[src/rtl/rpi_inst_issuer_pkg.sv]
// Shared types and constants for the Raspberry Pi instruction issuer.
package rpi_accel_pkg;

    localparam int DEFAULT_N = 80;

    typedef enum logic [2:0] {
        ST_IDLE,
        ST_CHECK,
        ST_ISSUE,
        ST_WAIT_ACK,
        ST_WAIT_DONE
    } state_e;

    // Bit positions inside the status byte returned on MISO.
    localparam int STAT_JOB_DONE   = 7;
    localparam int STAT_INST_VALID = 6;
    localparam int STAT_BUSY       = 5;
    localparam int STAT_FRAME_ERR  = 4;
    localparam int STAT_REJECT     = 3;
    localparam int STAT_OVERRUN    = 2;
    localparam int STAT_TIMEOUT    = 1;
    localparam int STAT_ONE        = 0;

endpackage

[src/rtl/rpi_inst_issuer_spi_sync_edge.sv]
// 2-FF synchronizer with registered rise/fall pulses; level is delayed to line up with the pulses.
module spi_sync_edge #(
    parameter logic RESET_VAL = 1'b0
) (
    input  logic clk,
    input  logic rst_n,
    input  logic din,
    output logic level,
    output logic rise,
    output logic fall
);

    logic [2:0] sync_q;

    always_ff @(posedge clk or negedge rst_n) begin
        if (!rst_n) begin
            sync_q <= {3{RESET_VAL}};
            rise   <= 1'b0;
            fall   <= 1'b0;
        end else begin
            sync_q <= {sync_q[1:0], din};
            rise   <= sync_q[1] & ~sync_q[2];
            fall   <= ~sync_q[1] & sync_q[2];
        end
    end

    assign level = sync_q[2];

endmodule

[src/rtl/rpi_inst_issuer.sv]
// SPI-slave instruction receiver and task-manager issue handshake.
// Optional watchdog: define RPI_INST_ISSUER_TIMEOUT_EN.
module rpi_inst_issuer
    import rpi_accel_pkg::*;
#(
    parameter int N              = DEFAULT_N,
    parameter int TIMEOUT_CYCLES = 1_000_000
) (
    input  logic         clk,
    input  logic         rst_n,
    input  logic         sclk,
    input  logic         cs_n,
    input  logic         mosi,
    output logic         miso,
    output logic [N-1:0] RPi_inst,
    output logic         execute_task,
    input  logic         inst_valid,
    input  logic         job_done,
    output logic         busy
);

    localparam int CW = $clog2(N + 2);
    localparam logic [CW-1:0] CNT_N   = CW'(N);
    localparam logic [CW-1:0] CNT_SAT = CW'(N + 1);

    logic sclk_lvl_unused, sclk_rise, sclk_fall;
    logic cs_lvl, cs_rise, cs_fall;
    logic mosi_lvl, mosi_rise_unused, mosi_fall_unused;

    spi_sync_edge #(.RESET_VAL(1'b0)) u_sclk (
        .clk(clk), .rst_n(rst_n), .din(sclk),
        .level(sclk_lvl_unused), .rise(sclk_rise), .fall(sclk_fall)
    );
    spi_sync_edge #(.RESET_VAL(1'b1)) u_cs (
        .clk(clk), .rst_n(rst_n), .din(cs_n),
        .level(cs_lvl), .rise(cs_rise), .fall(cs_fall)
    );
    spi_sync_edge #(.RESET_VAL(1'b0)) u_mosi (
        .clk(clk), .rst_n(rst_n), .din(mosi),
        .level(mosi_lvl), .rise(mosi_rise_unused), .fall(mosi_fall_unused)
    );

    state_e          state_q, state_d;
    logic [N-1:0]    rx_q, rx_d, inst_q;
    logic [CW-1:0]   cnt_q, cnt_d;
    logic [7:0]      tx_q, status;
    logic            last_valid_q, ferr_q, rej_q, ovr_q, tmo;
    logic            frame_active, frame_full, accept;
    logic            set_ferr, set_ovr, set_rej;

    // The closing sclk edge may land in the same cycle as cs_rise, so it still counts.
    assign frame_active = ~cs_lvl | cs_rise;

    // NOTE: combinational blocks use blocking '=' and assign every output a default first, so no latch is inferred.
    always_comb begin
        rx_d  = rx_q;
        cnt_d = cnt_q;
        if (sclk_rise && frame_active) begin
            rx_d = {rx_q[N-2:0], mosi_lvl};
            if (cnt_q != CNT_SAT) cnt_d = cnt_q + 1'b1;
        end
        if (cs_fall) cnt_d = '0;
    end

    assign busy       = (state_q != ST_IDLE);
    assign frame_full = cs_rise && (cnt_d == CNT_N);
    assign accept     = frame_full && !busy;
    assign set_ferr   = cs_rise && (cnt_d != CNT_N);
    assign set_ovr    = frame_full && busy;
    assign set_rej    = (state_q == ST_CHECK) && !inst_valid;

    assign status = {job_done, last_valid_q, busy, ferr_q, rej_q, ovr_q, tmo, 1'b1};

`ifdef RPI_INST_ISSUER_TIMEOUT_EN
    localparam int WDW = $clog2(TIMEOUT_CYCLES + 1);
    logic [WDW-1:0] wd_q;
    logic           waiting, timeout_hit, tmo_q;

    assign waiting     = (state_q == ST_ISSUE) || (state_q == ST_WAIT_ACK) || (state_q == ST_WAIT_DONE);
    assign timeout_hit = waiting && (wd_q == WDW'(TIMEOUT_CYCLES - 1));

    always_ff @(posedge clk or negedge rst_n) begin
        if (!rst_n) begin
            wd_q  <= '0;
            tmo_q <= 1'b0;
        end else begin
            wd_q <= waiting ? wd_q + 1'b1 : '0;
            if (cs_fall)     tmo_q <= 1'b0;
            if (timeout_hit) tmo_q <= 1'b1;
        end
    end
    assign tmo = tmo_q;
`else
    localparam bit TIMEOUT_UNUSED = (TIMEOUT_CYCLES > 0);
    assign tmo = 1'b0;
`endif

    always_comb begin
        state_d      = state_q;
        execute_task = 1'b0;
        case (state_q)
            ST_IDLE:      if (accept) state_d = ST_CHECK;
            ST_CHECK:     state_d = inst_valid ? ST_ISSUE : ST_IDLE;
            ST_ISSUE: begin
                if (job_done) begin
                    execute_task = 1'b1;
                    state_d      = ST_WAIT_ACK;
                end
            end
            ST_WAIT_ACK:  if (!job_done) state_d = ST_WAIT_DONE;
            ST_WAIT_DONE: if (job_done) state_d = ST_IDLE;
            default:      state_d = ST_IDLE;
        endcase
`ifdef RPI_INST_ISSUER_TIMEOUT_EN
        if (timeout_hit) begin
            state_d      = ST_IDLE;
            execute_task = 1'b0;
        end
`endif
    end

    // NOTE: the shift registers are plain flops, so they reset with everything else; nothing stale survives a mid-frame reset.
    always_ff @(posedge clk or negedge rst_n) begin
        if (!rst_n) begin
            state_q      <= ST_IDLE;
            rx_q         <= '0;
            cnt_q        <= '0;
            tx_q         <= '0;
            inst_q       <= '0;
            last_valid_q <= 1'b0;
            ferr_q       <= 1'b0;
            rej_q        <= 1'b0;
            ovr_q        <= 1'b0;
        end else begin
            state_q <= state_d;
            rx_q    <= rx_d;
            cnt_q   <= cnt_d;

            if (cs_fall)
                tx_q <= status;
            else if (sclk_fall && !cs_lvl)
                tx_q <= {tx_q[6:0], 1'b0};

            if (accept) inst_q <= rx_d;
            if (state_q == ST_CHECK) last_valid_q <= inst_valid;

            // Read-to-clear: a set in the same cycle as cs_fall overrides the clear.
            if (cs_fall) begin
                ferr_q <= 1'b0;
                rej_q  <= 1'b0;
                ovr_q  <= 1'b0;
            end
            if (set_ferr) ferr_q <= 1'b1;
            if (set_rej)  rej_q  <= 1'b1;
            if (set_ovr)  ovr_q  <= 1'b1;
        end
    end

    assign miso     = tx_q[7];
    assign RPi_inst = inst_q;

endmodule
[config.mk]
export PLATFORM = sky130hd
export DESIGN_NAME = rpi_inst_issuer
export DESIGN_NICKNAME = d
export VERILOG_FILES = /design/src/rtl/rpi_inst_issuer_pkg.sv /design/src/rtl/rpi_inst_issuer_spi_sync_edge.sv /design/src/rtl/rpi_inst_issuer.sv
export SDC_FILE = /design/constraint.sdc
export NUM_CORES = 1
export LEC_CHECK = 0
export ABC_AREA = 1
export CAP_MARGIN = 25
export CORE_MARGIN = 4
export CORE_UTILIZATION = 25
export CTS_CLUSTER_DIAMETER = 100
export DETAILED_ROUTE_END_ITERATION = 10
export GPL_TIMING_DRIVEN = 0
export MAX_ROUTING_LAYER = met4
export PLACE_DENSITY = 0.46
export SYNTH_ARGS = -nofsm -noshare
export SYNTH_HDL_FRONTEND = slang
export SYNTH_SLANG_ARGS = --single-unit
[constraint.sdc]
create_clock -name clk -period 2.2 [get_ports clk]
set_clock_uncertainty 0.2 [all_clocks]
set_input_delay 0.22 -clock clk [delete_from_list [all_inputs] [get_ports clk]]
set_output_delay 0.22 -clock clk [all_outputs]
set_load 0.03 [all_outputs]
# ---- Yosys cells after proc, flatten, opt, wreduce, memory -nomap -nowiden
# Cells that the tools add are included.
dict set report totals {
  ff_bits 195
  output_inout_bits 83
  input_bits 7
  word_cells 72
}
dict set report op_classes {
  add_sub_neg 1
  n_eq_ne 11
  reduce_logical 17
  n_bitwise 9
  muxes 18
}
# op count
set op_table {}
lappend op_table {{80-bit 2-to-1 mux} 1}
lappend op_table {{7-bit 2-to-1 mux} 3}
lappend op_table {{8-bit 2-to-1 mux} 2}
lappend op_table {{3-bit one-hot mux with 5 select lines} 1}
lappend op_table {{7-bit inequality test (second input constant)} 2}
lappend op_table {{3-bit 2-to-1 mux} 4}
lappend op_table {{2-bit inequality test (second input constant)} 4}
lappend op_table {{2-bit nonzero test} 4}
lappend op_table {{7-bit by 1-bit adder with 7-bit output (second input constant)} 1}
lappend op_table {{7-bit equality test (second input constant)} 1}
lappend op_table {{1-bit logical AND} 7}
lappend op_table {{3-bit by 2-bit equality test with 1-bit output (second input constant)} 2}
lappend op_table {{1-bit 2-to-1 mux} 6}
lappend op_table {{1-bit bitwise AND} 4}
lappend op_table {{1-bit NOT} 4}
lappend op_table {{4-bit AND reduction} 1}
lappend op_table {{3-bit by 1-bit equality test with 1-bit output (second input constant)} 1}
lappend op_table {{3-bit equality test (second input constant)} 1}
lappend op_table {{1-bit zero test} 3}
lappend op_table {{3-bit zero test} 1}
lappend op_table {{3-bit nonzero test} 1}
lappend op_table {{2-bit 2-to-1 mux} 1}
lappend op_table {{1-bit bitwise OR} 1}

# ---- Depth between registers and ports, before layout
dict set report logic_depth {
  depth_word 10
  depth_mapped 13
  mapped_depth_nobuf 13
}

# ---- Cells and area by module
# Synthesis repeated with hierarchy kept, for this count alone.
dict set report unflattened {
  hier_cells 882
  hier_area_um2 7927.6
}
# module area_each_um2 instances seq_area_each_um2 cells_each
set modules_own_cells {}
lappend modules_own_cells {rpi_inst_issuer 7503.4 1 4554.4 855}
lappend modules_own_cells {{spi_sync_edge at u_mosi ...} 140.1 2 125.1 9}
lappend modules_own_cells {{spi_sync_edge at u_cs} 143.9 1 128.9 9}

# ---- Least setup slack after synthesis
# OpenSTA, ideal clock, no wires.
dict set report synth_timing {
  path_kind {flip-flop to flip-flop}
  start {register cnt_q[1]}
  end {register inst_q[0], in the netlist RPi_inst[0]}
  setup_time_ps 118
  stages_incl_launch_ff 14
  slack_ps 81
  n_path_buf 1
  required_time_ps 1882
  arrival_time_ps 1801
  period_less_slack_ps 2119
  cell_sequence {dfrtp_1 > inv_1 > ha_1 > nand2_1 > nand3b_1 > o21ai_1 > nor2_1 > nor2_1 > nand3_1 > nor2_4 > nand3_2 > buf_2 > nand2_1 > nand2_1}
}
dict set report synth_between {
  elab_chain_cells 7
  elab_cells_between_ends 8
  cone_classes {1 x add/sub; 2 x eq/ne; 3 x mux; 2 x reduce/logical}
}
# element line
set synth_rtl {}
lappend synth_rtl {{from (decl)} rpi_inst_issuer.sv:45} ;# logic [CW-1:0] cnt_q, cnt_d;
lappend synth_rtl {{from (signal assigned)} rpi_inst_issuer.sv:137} ;# cnt_q <= cnt_d;
lappend synth_rtl {{7-bit by 1-bit adder with 7-bit output / 7-bit inequality test (equally long branches)} rpi_inst_issuer.sv:60} ;# if (cnt_q != CNT_SAT) cnt_d = cnt_q + 1'b1;
lappend synth_rtl {{7-bit 2-to-1 mux *} rpi_inst_issuer.sv:60}
lappend synth_rtl {{7-bit 2-to-1 mux *} rpi_inst_issuer.sv:58} ;# if (sclk_rise && frame_active) begin
lappend synth_rtl {{7-bit 2-to-1 mux *} rpi_inst_issuer.sv:62} ;# if (cs_fall) cnt_d = '0;
lappend synth_rtl {{via cnt_d[2]} rpi_inst_issuer.sv:45}
lappend synth_rtl {{7-bit equality test *} rpi_inst_issuer.sv:66} ;# assign frame_full = cs_rise && (cnt_d == CNT_N);
lappend synth_rtl {{1-bit logical AND *} rpi_inst_issuer.sv:66}
lappend synth_rtl {{1-bit logical AND *} rpi_inst_issuer.sv:67} ;# assign accept = frame_full && !busy;
lappend synth_rtl {{to (signal assigned)} rpi_inst_issuer.sv:144} ;# if (accept) inst_q <= rx_d;
lappend synth_rtl {{to (decl)} rpi_inst_issuer.sv:44} ;# logic [N-1:0] rx_q, rx_d, inst_q;
# Mark *: on every way through the listed nets, which the timed path passes. The rest lies on a longest branch.
# A chain may end at the register's enable or synchronous reset.

# ---- Worst setup path after layout
dict set report layout_timing {
  start {register cnt_q[1]}
  end {register inst_q[3], in the netlist RPi_inst[3]}
}
# Same word-level chain as after synthesis.

==> impl_metrics.yaml <==
status:
  status: "finished with violations"
  violations: "negative setup slack"
place:
  place.gp.congestion: 0.760
  post-place-ws_ns: -1.13
  port-buffer-count: 89
  detailed_place_hpwl_mm: 12.7
timing:
  setup_viol: 81
  tightest_slew_ns: 0.970
  setup_ws_ns: -0.184
  final-hold-violation-count: 0
  slew-limit-headroom_pct: 35.3
  fin_crit_ns: 2.38
  drv_slew: 0
  rsz0062_at_grt: "yes"
  period_share_pct: 108
  fmax_mhz: 420
final_layout:
  multiInputGateArea_um2: 2630
  fill_cells: 3208
  fin_nets: 1005
  drive_gt1_share_pct: 9.71
  post-route-util_pct: 33.0
  areaGrowthSynthToFinish_pct: 30.0
  diodes: 0
  layout.area.seq_um2: 4880
synth:
  syn_nets: 881
  syn_area_per_cell_um2: 8.93
  synth_top_area_share_pct: 61.7
  synth.distinct_cells: 27
  synth-edff-count: 0
  netlist_area_um2: 7790
  synthTopCellsByCount: "nand2_1, dfrtp_1, nand4_1"
  ys_ff_latch: 195
  seq_area_frac_synth_pct: 62.7
  synthTopCellsByArea: "dfrtp_1, nand2_1, nand4_1"
  yosysWarnings: 0
  synth_top_cell_by_area: "dfrtp_1"
  synthCells: 872
  synth-main-ff-cell: "dfrtp_1"
  yosysMostFrequentCell: "nand2_1"
  async_flop_share_pct: 100
drt:
  drtPass1Iterations: 4
  vias_per_cell: 4.31
  ant_nets: 0
  wire_per_inst_um: 13.9
  num_vias: 6061
  routed_wl_mm: 19.5
  first_iter_violations: 322
  drc: 0
worst_setup_path:
  r2r-start: "cnt_q[1]$_DFF_PN0_"
  rr_endpoint: "RPi_inst[3]$_DFFE_PN0P_"
  worstSetupEndpointType: "flip-flop"
  rrSetupSlack_ns: -0.18
  startpoint_type: "flip-flop"
  cp_max_fo: 10
  setup.worst_path.start: "cnt_q[1]$_DFF_PN0_"
  crit_required_ns: 2.31
  r2r_cells: 14
  arrival_ns: 2.50
  crit_end: "RPi_inst[3]$_DFFE_PN0P_"
  worstSetupPathType: "reg -> reg"
die:
  die_x_um: 185
  rows: 64
  die_area_um2: 34100
  io_pins: 90
  start_util_pct: 25.4
  core_um2: 30700
  die_y_um: 185
cts:
  cts_buffers: 17
  ctsHtreeMaxLevel: 4
  clock_latency_ns: 0.43
  clk_pin_slew_ns: 0.08
  cts_buffer_depth: 2
  root_buffer: "clkbuf_16"
  cts_tree: "yes"
  cts.sinks: 195
global_routing:
  grt_overflow_total: 0
  antenna_found_initial: 0
  grt_pass1_vias: 6106
  grt_usage_pct: 12.2
  grt_max_degree: 113
  grt_pass1_wl_mm: 32.3
pwr:
  p_leak_nw: 5.16
  ir_worst_vdd_mv: 0.458
  power.density_nw_per_um2: 752
worst_hold_path:
  hold_class: "in -> reg"
flow_run:
  max-cap-violations: 0
==> worst max-delay path, stage by stage (launching register included) <==
cell      delay [ns]
dfrtp_1         0.41
inv_2           0.08
ha_4            0.12
nand2_1         0.04
nand3b_1        0.21
o21ai_2         0.20
nor2_2          0.07
nor2_2          0.13
nand3_2         0.09
nor2_4          0.15
nand3_4         0.11
buf_8           0.20
buf_8           0.14
nand2_1         0.05
nand2_1         0.05
==> metrics by stage <==
step                      setup TNS, ns  total power, W  area (um^2)  instances  hold slack, ns
after global placement         -1644.26         0.00446         9180       1357           0.135
after global routing             -27.12         0.00801        10100       1405          0.0140
final                            -13.21         0.00762        10100       1405          0.0397
after detailed placement         -74.04         0.00447         9210       1358          0.0759
after CTS                        -18.21         0.00776        10000       1400          0.0131
after floorplan                       0         0.00419         7790        872          -0.276
==> worst min-delay path by stage <==
| stage | depth (start not counted) | slack (ns) | end | start |
|---|---|---|---|---|
| 3_3_place_gp | 0 | 0.13 | u_sclk.sync_q[1]$_DFF_PN0_ | u_sclk.sync_q[0]$_DFF_PN0_ |
| 5_1_grt | 1 | 0.01 | u_sclk.sync_q[0]$_DFF_PN0_ | sclk |
| 3_5_place_dp | 1 | 0.08 | tx_q[5]$_DFFE_PN0P_ | rst_n |
| 2_1_floorplan | 0 | -0.28 | RPi_inst[0]$_DFFE_PN0P_ | rst_n |
| 4_1_cts | 1 | 0.01 | u_mosi.sync_q[0]$_DFF_PN0_ | mosi |
| 6_report | 1 | 0.04 | u_sclk.sync_q[0]$_DFF_PN0_ | sclk |
==> layer usage <==
metal | wire length (um) | GRT usage, % | vias to the layer above
met2 | 8800 | 18.1 | 96
met3 | 964 | 3.28 | 15
met5 | 0 | - | -
met4 | 189 | 2.84 | 0
li1 | - | - | 3069
met1 | 9550 | 16.6 | 2881
==> final cells by class <==
cell class | count | share of cell area [%]
Buffer | 54 | 3.45
Sequential cell | 195 | 48.2
Multi-Input combinational cell | 593 | 25.9
Tap cell | 396 | 4.89
Timing Repair Buffer | 105 | 10.5
Inverter | 30 | 1.12
Clock buffer | 18 | 4.24
Clock inverter | 14 | 1.59
==> placed cells by master (no fill, tap or decap), types with 2 or more instances in the layout <==
cell | netlist | routed
dfstp_2 | 3 | 3
a21oi_2 | 2 | 2
nor2_1 | 23 | 18
nor2_2 | 0 | 4
nand2_2 | 0 | 5
clkinv_4 | 0 | 3
o21ai_0 | 6 | 6
inv_2 | 2 | 4
nor2_4 | 1 | 2
buf_4 | 1 | 20
buf_8 | 0 | 7
buf_1 | 4 | 4
inv_6 | 0 | 5
inv_8 | 0 | 4
buf_6 | 0 | 6
a31oi_1 | 4 | 4
o221ai_1 | 2 | 2
clkbuf_16 | 0 | 18
inv_1 | 27 | 25
clkdlybuf4s50_1 | 0 | 86
nand4_1 | 84 | 84
dlygate4sd3_1 | 0 | 2
nand2_1 | 438 | 433
clkbuf_1 | 31 | 30
a21oi_1 | 5 | 5
dfrtp_1 | 192 | 191
nand3_2 | 2 | 2
nand3_1 | 17 | 16
==> cell families (layout without fill, tap and decap cells) <==
logic type | Yosys count | count (layout) | share of synthesized area, %
AOI/OAI and AO/OA | 24 | 24 | 1.99
adders and majority gates | 2 | 2 | 0.321
buffers and inverters | 84 | 221 | 4.38
DFF | 195 | 195 | 62.7
and+or+nand+nor | 567 | 567 | 30.6
==> state kept, by name, indices dropped and copies added, names as in the netlist <==
register and flops:
u_mosi.sync_q 3, rx_q 80, last_valid_q 1, tx_q 8, u_cs.rise 1, u_sclk.rise 1, cnt_q 7, rej_q 1
ferr_q 1, ovr_q 1, u_cs.fall 1, u_sclk.fall 1, state_q 3, u_sclk.sync_q 3, u_cs.sync_q 3, RPi_inst 80
==> report_power, final <==
| part | total, W | switching, W | internal, W | leakage, nW |
|---|---|---|---|---|
| logic | 0.000704 | 0.000494 | 0.000210 | 2.20 |
| registers | 0.00377 | 0.0000689 | 0.00370 | 2.67 |
| clock network | 0.00315 | 0.00152 | 0.00163 | 0.291 |
==> repair_timing <==
item                       CTS  global route
hold endpoints to repair    84             0
setup endpoints to repair   87            85
hold buffers                 2             0
pin swaps                    5             9
setup buffers                8             5
cloned                       0             0
resized for setup           48            24
No activity file was read; power rests on OpenSTA's default activity.
